--- src/rtl/nasser_hadi_ff_bank.sv ---
// nasser_hadi_ff_bank: WIDTH independent storage cells sharing one run-time
// mode (D / T / JK / SR). Adds a synchronous clear, a parallel load, a
// registered per-edge change flag, a saturating change counter and a sticky
// SR-illegal flag.
// Optional build macro INPUT_SYNC_EN: a and b pass through 2-flop
// synchronizers, so input-to-q latency becomes 3 clocks.
module nasser_hadi_ff_bank #(
    parameter int               WIDTH     = 8,
    parameter int               CNT_W     = 8,
    parameter logic [WIDTH-1:0] RESET_VAL = '0
) (
    input  logic             clk,
    input  logic             rst,
    input  logic             ena,
    input  logic [1:0]       mode,
    input  logic [WIDTH-1:0] a,
    input  logic [WIDTH-1:0] b,
    input  logic             clr,
    input  logic             load,
    input  logic [WIDTH-1:0] load_val,
    output logic [WIDTH-1:0] q,
    output logic             changed,
    output logic [CNT_W-1:0] change_cnt,
    output logic             sr_err
);

    localparam logic [1:0] MODE_D  = 2'b00;
    localparam logic [1:0] MODE_T  = 2'b01;
    localparam logic [1:0] MODE_JK = 2'b10;
    localparam logic [1:0] MODE_SR = 2'b11;

    localparam logic [CNT_W-1:0] CNT_MAX = {CNT_W{1'b1}};
    localparam logic [CNT_W-1:0] CNT_ONE = CNT_W'(1);

    // Cell inputs as seen by the mode update logic
    logic [WIDTH-1:0] a_eff;
    logic [WIDTH-1:0] b_eff;

`ifdef INPUT_SYNC_EN
    logic [WIDTH-1:0] a_meta_q;
    logic [WIDTH-1:0] a_sync_q;
    logic [WIDTH-1:0] b_meta_q;
    logic [WIDTH-1:0] b_sync_q;

    // Two-stage synchronizers for the pad-driven cell inputs
    always_ff @(posedge clk or posedge rst) begin
        if (rst) begin
            a_meta_q <= '0;
            a_sync_q <= '0;
            b_meta_q <= '0;
            b_sync_q <= '0;
        end else begin
            a_meta_q <= a;
            a_sync_q <= a_meta_q;
            b_meta_q <= b;
            b_sync_q <= b_meta_q;
        end
    end

    assign a_eff = a_sync_q;
    assign b_eff = b_sync_q;
`else
    assign a_eff = a;
    assign b_eff = b;
`endif

    logic [WIDTH-1:0] q_q;
    logic [WIDTH-1:0] q_d;
    logic             changed_q;
    logic             changed_d;
    logic [CNT_W-1:0] cnt_q;
    logic [CNT_W-1:0] cnt_d;
    logic             sr_err_q;
    logic             sr_err_d;

    logic [WIDTH-1:0] cell_next;
    logic [WIDTH-1:0] sr_bad;

    genvar gi;
    generate
        for (gi = 0; gi < WIDTH; gi = gi + 1) begin : g_cell
            logic nxt;

            // Per-cell next state for the currently selected mode
            always_comb begin
                nxt = q_q[gi];
                case (mode)
                    MODE_D:  nxt = a_eff[gi];
                    MODE_T:  nxt = q_q[gi] ^ a_eff[gi];
                    MODE_JK: begin
                        case ({a_eff[gi], b_eff[gi]})
                            2'b00:   nxt = q_q[gi];
                            2'b10:   nxt = 1'b1;
                            2'b01:   nxt = 1'b0;
                            default: nxt = ~q_q[gi];
                        endcase
                    end
                    default: begin
                        // SR: the illegal S=R=1 combination forces the cell low
                        case ({a_eff[gi], b_eff[gi]})
                            2'b00:   nxt = q_q[gi];
                            2'b10:   nxt = 1'b1;
                            default: nxt = 1'b0;
                        endcase
                    end
                endcase
            end

            assign cell_next[gi] = nxt;
            assign sr_bad[gi]    = (mode == MODE_SR) & a_eff[gi] & b_eff[gi];
        end
    endgenerate

    // Edge priority clr > load > enabled mode update > hold; flags follow q_d
    always_comb begin
        q_d      = q_q;
        sr_err_d = sr_err_q;
        if (clr) begin
            q_d      = RESET_VAL;
            sr_err_d = 1'b0;
        end else if (load) begin
            q_d = load_val;
        end else if (ena) begin
            q_d = cell_next;
            if (|sr_bad) begin
                sr_err_d = 1'b1;
            end
        end

        changed_d = (q_d != q_q);

        cnt_d = cnt_q;
        if (clr) begin
            cnt_d = '0;
        end else if (changed_d && (cnt_q != CNT_MAX)) begin
            cnt_d = cnt_q + CNT_ONE;
        end
    end

    // State registers with asynchronous reset
    always_ff @(posedge clk or posedge rst) begin
        if (rst) begin
            q_q       <= RESET_VAL;
            changed_q <= 1'b0;
            cnt_q     <= '0;
            sr_err_q  <= 1'b0;
        end else begin
            q_q       <= q_d;
            changed_q <= changed_d;
            cnt_q     <= cnt_d;
            sr_err_q  <= sr_err_d;
        end
    end

    assign q          = q_q;
    assign changed    = changed_q;
    assign change_cnt = cnt_q;
    assign sr_err     = sr_err_q;

endmodule

--- config.mk ---
export PLATFORM = sky130hd
export DESIGN_NAME = nasser_hadi_ff_bank
export DESIGN_NICKNAME = d
export VERILOG_FILES = /design/src/rtl/nasser_hadi_ff_bank.sv
export SDC_FILE = /design/constraint.sdc
export NUM_CORES = 1
export LEC_CHECK = 0
export CAP_MARGIN = 30
export CORE_MARGIN = 10
export CORE_UTILIZATION = 50
export DETAILED_ROUTE_END_ITERATION = 7
export PLACE_DENSITY = 0.85
export SYNTH_ARGS = -nofsm -noshare
export SYNTH_HDL_FRONTEND = slang
export SYNTH_SLANG_ARGS = --single-unit
--- constraint.sdc ---
create_clock -name clk -period 4.1 [get_ports clk]
set_input_delay 0.82 -clock clk [delete_from_list [all_inputs] [get_ports clk]]
set_output_delay 0.82 -clock clk [all_outputs]
set_load 0.02 [all_outputs]
Word level (Yosys, flattened, before mapping)
Index checks and enable logic that the tools add are counted.
- add/sub/neg operators: 1
- equal/unequal tests: 22
- muxes and demuxes: 33
- bitwise operators: 32
- reduce and logical (&&, ||, !) cells: 15
- operators by type and width (operator ; number):
    $pmux W1 S3 ; 16
    $mux W8 ; 5
    $eq A2 B2 Y1 const B ; 10
    $eq A2 B1 Y1 const B ; 9
    $logic_not A2 Y1 ; 9
    $and A1 B1 Y1 ; 16
    $pmux W1 S2 ; 8
    $add A8 B1 Y8 const B ; 1
    $ne A8 B8 Y1 ; 1
    $ne A8 B8 Y1 const B ; 1
    $not A1 Y1 ; 8
    $reduce_or A8 Y1 ; 1
    $xor A1 B1 Y1 ; 8
    $reduce_bool A2 Y1 ; 3
    $mux W1 ; 4
    $reduce_and A3 Y1 ; 1
    $ne A2 B2 Y1 const B ; 1
    $logic_and A1 B1 Y1 ; 1
- bits in registers: 18
- logic and storage cells: 107

Depth between registers and ports, before layout
Gate-level depths: netlist of run 1.
- word-level depth: 10
- gate-level depth with buffers: 9
- gate-level depth less buffers: 7

Worst setup path before layout of run 1
OpenSTA, ideal clock, no wires.
- kind: in2reg
- start point: input mode[1]
- end point: register cnt_q[5], in the netlist change_cnt[5]
- setup time: 0.127 ns
- data arrival time: 2.720 ns
- data required time: 3.973 ns
- path slack: 1.253 ns
- stages on the path: 8
- path through: buf_2 > inv_1 > o211ai_1 > o22a_1 > o2111a_1 > a41o_1 > a2111oi_1 > mux2_1
- word-level cells in the longest chain between the ends: 8
- elaborated cells on any way between the ends: 17
- those cells by class: 3 x eq/ne; 11 x mux; 3 x reduce/logical
- ends and longest elaborated chain (item ; RTL line ; text):
    from (decl) ; 15 ; input logic [1:0] mode,
    $eq A2 B2 Y1 (tied with other cells) ; 87 ; case (mode)
    $pmux W1 S3 ; 87 ;
    $mux W8 (*) ; 123 ; end else if (ena) begin
    $mux W8 (*) ; 121 ; end else if (load) begin
    $mux W8 (*) ; 118 ; if (clr) begin
    $ne A8 B8 Y1 (*) ; 130 ; changed_d = (q_d != q_q);
    $logic_and A1 B1 Y1 (*) ; 135 ; end else if (changed_d && (cnt_q != CNT_MAX)) begin
    $reduce_bool A2 Y1 (no source line) (*) ; n/a ;
    to (signal assigned) ; 150 ; cnt_q <= cnt_d;
    to (decl) ; 71 ; logic [CNT_W-1:0] cnt_q;
Every way passes the cells marked *; elsewhere a longest branch is shown, timed or not.
A chain may end at the register's enable or synchronous reset.

Worst setup path in the final report of run 1
- start point: input clr
- end point: register cnt_q[5], in the netlist change_cnt[5]
- word-level cells in the longest chain between the ends: 4
- elaborated cells on any way between the ends: 5
- those cells by class: 1 x eq/ne; 2 x mux; 2 x reduce/logical
- ends and longest elaborated chain (item ; RTL line ; text):
    from (decl) ; 18 ; input logic clr,
    $mux W8 ; 118 ;
    $ne A8 B8 Y1 ; 130 ;
    $logic_and A1 B1 Y1 ; 135 ;
    $reduce_bool A2 Y1 (no source line) ; n/a ;
Several ways; a longest one is shown, not always the timed one.

==> metrics.md, run 1 <==
| Metric | Value |
|---|---|
| Outcome | `finished, final reports clean` |
| Final Hold Fails | `0` |
| Die extent in x | `roughly 80 µm` |
| CTS Buf Count | `3` |
| CTS tree | `yes` |
| Leading area contributor after synthesis | `dfrtp_1` |
| Worst-Skew Late Latency | `around 0.26 ns` |
| Arrival time at the worst endpoint | `3.64 ns` |
| Grt ovf | `0` |
| Finished Layout Cells | `around 340` |
| Post-CTS sizing | `0` |
| Top cells by area, synth | `dfrtp_1, a21oi_1, a211oi_1` |
| Syn nets | `about 290` |
| WS Path Type | `input pin to register` |
| Final HPWL DP | `between 4000 and 5000 µm` |
| Die Y | `just over 80 µm` |
| Fraction of layout cells with a size suffix above 1 | `0.0584` |
| Number of flops mapped to enable cells by yosys | `0` |
| Root buffer cell | `clkbuf_8` |
| Unrepaired setup endpoints after global routing | `no` |
| Initial antenna violation count | `0` |
| CP cell instances | `clkdlybuf4s50_1, buf_4, nand3b_1, o211ai_1, o32ai_1, a21oi_1, a41o_1, a2111oi_1, mux2_1` |
| CP Max Fanout | `22` |
| Crit share post-route | `0.853` |
| H-tree depth | `1` |
| P&R area growth vs syn | `28.9%` |
| Site Rows | `22` |
| Die area | `roughly 6600 µm²` |
| Mean post-synth cell area | `about 7.5 µm²` |
| FF+latch count, synth | `18` |
| Synth top area share | `0.238` |
| # DRC | `0` |
| Post CTS Setup Buffer Count | `0` |
| TritonRoute pass-1 iters | `4` |
| IO Count | `49` |
| Setup TNS | `0 ns` |
| Placed insts | `335` |
| GR Util All Layers | `0.174` |
| Hold-fix buffers, CTS | `0` |
| CP endpoint kind | `register` |
| YS warnings | `0` |
| CP max-delay cell | `clkdlybuf4s50_1` |
| Post-synth top cells | `a21oi_1, nor2_1, nand2_1` |
| WL per Instance | `around 17 µm` |
| Count leader, synth | `a21oi_1` |
| Cells after Synth | `about 250` |
| Initial cell density of the core | `0.517` |
| Pwr Density | `approximately 230 nW/µm²` |
| IO buf count | `48` |
| Netlist cell types | `54` |
| Max-cap violations | `0` |
| Clock net sink count | `18` |
| Leak Pwr | `between 0.0009 and 0.001 µW` |
| ANT cells | `0` |
| VDD IR-drop max | `0.173 mV` |
| Worst Tran Pin Value | `between 0.6 and 0.7 ns` |
| First-pass GRT wire length | `9490 µm` |
| DRT iter0 DRCs | `between 200 and 250` |
| WHS | `just under 0.6 ns` |
| Sequential-to-total area share from yosys stat | `0.238` |
| Max-slew violations | `0` |
| Worst Path Required | `about 4.2 ns` |
| Total design power | `572 µW` |
| CP startpoint kind | `input pin` |
| Vias in the first global route | `around 2,000` |
| Routability cong. | `approximately 0.92` |
| CP delay by family, top | `compound AO/OA/AOI/OAI gates` |
| DRT antenna net count | `0` |
| Routed WL | `a little under 6000 µm` |
| Clock Path Buffers | `2` |
| Tmin final | `~3.5 ns` |
| Largest net degree at the start of global routing | `30` |
| Layout Nets | `roughly 320` |
| Via count | `2,123` |
| Setup violators final | `0` |
| Main flop type after synthesis | `dfrtp_1` |
| Slew headroom | `0.538` |
| Clock transition at path regs | `0.07 ns` |
| Post-synth ARST share | `1.00` |
| Max Fclk | `between 200 and 300 MHz` |
| Placeable Area | `about 3700 µm²` |
| Crit path buf inv count | `2` |
| Type of the worst min-delay path | `register to register` |
| Post-DR vias/cell | `between 6 and 7` |
| Layout Skew | `between 0.003 and 0.004 ns` |
| Critical path's largest stage delay | `just over 0.7 ns` |
| Mapped cell area | `around 1900 µm²` |
==> metal layers <==
layer	vias up	routed length (µm)	track usage
met2	97	2870	0.287
met3	8	461	0.0448
met4	0	74	0.0381
met1	990	2510	0.223
met5	-	0	0
li1	1028	-	-
==> registers in the layout, indices dropped and copies added (netlist names) <==
register,cells
change_cnt,8
changed,1
q,8
sr_err,1
==> metrics by stage <==
step / cell area (µm²) / util / setup slack [ns]
floorplan: 1890 / - / 1.25
global placement: 2380 / 0.651 / 0.519
detailed placement: 2380 / 0.651 / 0.370
CTS: 2440 / 0.666 / 0.636
global route: 2440 / 0.666 / 0.508
finish: 2440 / 0.666 / 0.603
==> worst register-to-register path: stages (launching register included) <==
cell and delay (ns):
dfrtp_1 0.50, or4_4 0.58, o31ai_2 0.20, nand3_1 0.12, a2111oi_2 0.21, nor4b_4 0.46
a2111oi_1 0.16, mux2_1 0.34
==> final cells by class <==
type,count,area [µm²]
tap,48,60.1
clock buffer,4,55.1
inverter,15,56.3
multi-input combinational,201,1300
timing repair buffer,53,518
fill,312,1220
sequential,18,450
==> cell usage in the layout, fill, tap and decap left out, types with 2 or more instances in the layout <==
cell / count
xnor2_1: 2
nand3_1: 11
a211oi_1: 11
o22ai_1: 11
nand4b_1: 3
nand2b_1: 11
a31oi_1: 4
o31ai_1: 3
o211ai_1: 7
nor2b_1: 10
a21oi_1: 22
nand3b_1: 3
o21ai_0: 7
nand2_1: 19
a22oi_1: 7
or3_1: 2
nor3_1: 2
a41oi_1: 3
and3_1: 5
inv_1: 14
o211a_1: 2
mux2_1: 5
dfrtp_1: 18
nand4_1: 4
nor2_1: 20
buf_4: 5
mux2i_1: 3
clkdlybuf4s50_1: 48
clkbuf_8: 4
and2_1: 2
==> worst paths after layout <==
| path | from | endpoint | slack [ns] | depth (start not counted) |
|---|---|---|---|---|
| worst max-delay path | clr | change_cnt[5] | 0.60 | 9 |
| worst min-delay path | sr_err | sr_err | 0.58 | 2 |
| worst max register to register | q[6] | change_cnt[5] | 1.41 | 7 |
| worst min register to register | sr_err | sr_err | 0.58 | 2 |
| max in group asynchronous | rst | q[2] | 2.69 | 2 |
| min in group asynchronous | rst | change_cnt[3] | 0.97 | 2 |
==> cells by family (layout without fill, tap and decap cells) <==
kind of cell,count (synthesis),count (layout),synth area share
AOI/OAI and AO/OA,93,93,0.344
adders and majority gates,1,1,0.00661
and+or+nand+nor,96,96,0.276
xor gates and xnor gates,2,2,0.00925
buffers and inverters,34,72,0.0753
muxes,9,9,0.0516
DFF,18,18,0.238
==> power by group <==
group | switching, µW | internal (µW) | total, µW | leakage (µW)
combinational | 116 | 103 | 219 | 0.000683
clock | 58.0 | 85.4 | 143 | 0.0000288
sequential | 21.1 | 189 | 210 | 0.000238
total | 195 | 377 | 572 | 0.000949
Power figures use the tool's default switching activity.
==> run 2: changes to the inputs <==
Settings changed: SLEW_MARGIN set to 15.
==> results of run 2 <==
No change in the layout: final DEF, timing and power equal those of run 1.
==> run 3: changes to the inputs <==
Settings changed: CORE_UTILIZATION 50 to 35, PLACE_DENSITY 0.85 to 0.64.
==> run 3 against run 2 <==
Compared with the run above:
- wire length is 4.0% higher
- maximum frequency is 2.8% higher
- via count down 2.9%
- register-to-register slack hardly changed
- count of clock-buffer cells in the layout is the same
- final cell count up 7.4%
- sequential power is essentially flat
- sequential cell count stayed put
- worst setup slack better by 0.096 ns
- global-route usage fell by 3.0 points
- clock power about the same
- critical path type unchanged
- critical endpoint unchanged
==> metrics.md, run 3 (synthesis results as in run 1) <==
| Metric | Value |
|---|---|
| Max Fclk | `294 MHz (was 286 MHz)` |
| Crit share post-route | `0.830 (was 0.853)` |
| CP Max Fanout | `10 (was 22)` |
| Post-CTS sizing | `0 (unchanged)` |
| Setup violators final | `0 (unchanged)` |
| Initial antenna violation count | `0 (unchanged)` |
| Placeable Area | `5170 µm² (was 3660 µm²)` |
| Grt ovf | `0 (unchanged)` |
| Routability cong. | `0.908 (was 0.916)` |
| Clock net sink count | `18 (unchanged)` |
| DRT antenna net count | `0 (unchanged)` |
| Worst reg-to-reg setup slack | `1.41 ns (about the same)` |
| Layout Skew | `0.000571 ns (was 0.00361 ns)` |
| Via count | `2,061 (was 2,123)` |
| Hold Crit Start | `sr_err (unchanged)` |
| Post-DR vias/cell | `5.66 (was 6.26)` |
| DRT iter0 DRCs | `197 (was 209)` |
| P&R area growth vs syn | `31.5% (was 28.9%)` |
| Fraction of layout cells with a size suffix above 1 | `0.0680 (was 0.0584)` |
| Placed insts | `360 (was 335)` |
| Max-cap violations | `0 (unchanged)` |
| WL per Instance | `16.9 µm (was 17.4 µm)` |
| CTS tree | `yes (unchanged)` |
| Final HPWL DP | `4850 µm (was 4490 µm)` |
| Worst Tran Pin Value | `0.687 ns (was 0.692 ns)` |
| Outcome | `finished, final reports clean (unchanged)` |
| R2R Path Start | `q[6] (unchanged)` |
| H-tree depth | `1 (unchanged)` |
| Root buffer cell | `clkbuf_8 (unchanged)` |
| First-pass GRT wire length | `10,500 µm (was 9490 µm)` |
| Leak Pwr | `0.000964 µW (was 0.000949 µW)` |
| Finished Layout Cells | `364 (was 339)` |
| Most common cell after layout, fill and taps aside | `clkdlybuf4s50_1 (unchanged)` |
| Post CTS Setup Buffer Count | `0 (unchanged)` |
| Sequential cell area | `450 µm² (unchanged)` |
| Pwr Density | `232 nW/µm² (was 235 nW/µm²)` |
| Most frequent cells in the layout | `clkdlybuf4s50_1, a21oi_1, nor2_1 (unchanged)` |
| Setup TNS | `0 ns (unchanged)` |
| VDD IR-drop max | `0.147 mV (was 0.173 mV)` |
| Largest net degree at the start of global routing | `21 (was 30)` |
| CP startpoint kind | `input pin (unchanged)` |
| Total design power | `577 µW (was 572 µW)` |
| Fill cells | `527 (was 312)` |
| Worst Path Required | `4.24 ns (about the same)` |
| TritonRoute pass-1 iters | `4 (unchanged)` |
| Slew headroom | `0.541 (was 0.538)` |
| IO buf count | `48 (unchanged)` |
| ANT cells | `0 (unchanged)` |
| WS Path Type | `input pin to register (unchanged)` |
| Clock transition at path regs | `0.07 ns (about the same)` |
| CTS Buf Count | `3 (unchanged)` |
| Hold-fix buffers, CTS | `0 (unchanged)` |
| Area of the multi-input gates | `1300 µm² (unchanged)` |
| Unrepaired setup endpoints after global routing | `no (unchanged)` |
| Die Y | `93.5 µm (was 81.5 µm)` |
| # DRC | `0 (unchanged)` |
| Max-slew violations | `0 (unchanged)` |
| Arrival time at the worst endpoint | `3.54 ns (was 3.64 ns)` |
| Clock Path Buffers | `2 (unchanged)` |
| Worst-Skew Late Latency | `0.26 ns (about the same)` |
| Site Rows | `26 (was 22)` |
| Tmin final | `3.40 ns (was 3.50 ns)` |
| IO Count | `49 (unchanged)` |
| Die extent in x | `93.5 µm (was 81.5 µm)` |
| Worst Hold End | `sr_err (unchanged)` |
| Type of the worst min-delay path | `register to register (unchanged)` |
| GR Util All Layers | `0.144 (was 0.174)` |
| Die area | `8750 µm² (was 6650 µm²)` |
| CP endpoint kind | `register (unchanged)` |
| Hold Path Stages | `2 (unchanged)` |
| Final Hold Fails | `0 (unchanged)` |
| Routed WL | `6150 µm (was 5920 µm)` |
| Layout Nets | `327 (was 324)` |
| R2r worst-path depth | `7 (unchanged)` |
| R2r endpoint | `change_cnt[5] (unchanged)` |
| Initial cell density of the core | `0.366 (was 0.517)` |
| Vias in the first global route | `2,068 (was 1,970)` |
==> run 3: cell type report <==
class | count | share of cell area
Multi-Input combinational cell | 201 | 0.522
Timing Repair Buffer | 56 | 0.217
Sequential cell | 18 | 0.181
Tap cell | 70 | 0.0352
Inverter | 15 | 0.0226
Clock buffer | 4 | 0.0221
==> run 3: how the worst max path moves through the flow <==
stage | startpoint | end | slack, ns | cells after the start
global placement | load | change_cnt[5] | 0.52 | 9
global route | load | change_cnt[5] | 0.45 | 9
detailed placement | mode[1] | change_cnt[5] | 0.43 | 9
finish | mode[1] | change_cnt[5] | 0.70 | 9
floorplan | mode[1] | change_cnt[5] | 1.25 | 8
CTS | mode[1] | change_cnt[5] | 0.70 | 9
==> run 3: layer usage <==
layer	GRT usage	vias to the layer above	part of all wire
li1	-	1034	-
met1	0.188	956	0.46
met2	0.241	63	0.48
met3	0.0248	8	0.047
met4	0.0354	0	0.014
met5	0	-	0
==> run 3: through the flow <==
| step | utilization | hold WS [ns] | cell area (µm²) | setup WS, ns |
|---|---|---|---|---|
| 4_1_cts | 0.481 | 0.589 | 2490 | 0.702 |
| 2_1_floorplan | - | 0.610 | 1890 | 1.25 |
| 5_1_grt | 0.481 | 0.613 | 2490 | 0.445 |
| 6_report | 0.481 | 0.581 | 2490 | 0.699 |
| 3_5_place_dp | 0.471 | 0.571 | 2430 | 0.427 |
| 3_3_place_gp | 0.471 | 0.574 | 2430 | 0.516 |
==> run 3: power breakdown <==
| part | switching [µW] | leakage, µW | internal, µW |
|---|---|---|---|
| Combinational | 115 | 0.000697 | 105 |
| Sequential | 21.8 | 0.000238 | 189 |
| Clock | 60.8 | 0.0000288 | 85.4 |
| Total | 198 | 0.000964 | 379 |
==> run 3: critical path, cell delays in order <==
cell and delay, ns:
clkdlybuf4s50_1 0.61, buf_4 0.27, nand2b_1 0.09, nand3_1 0.15, o22a_1 0.22, o2111a_1 0.22
a41o_1 0.34, a2111oi_1 0.47, mux2_1 0.36
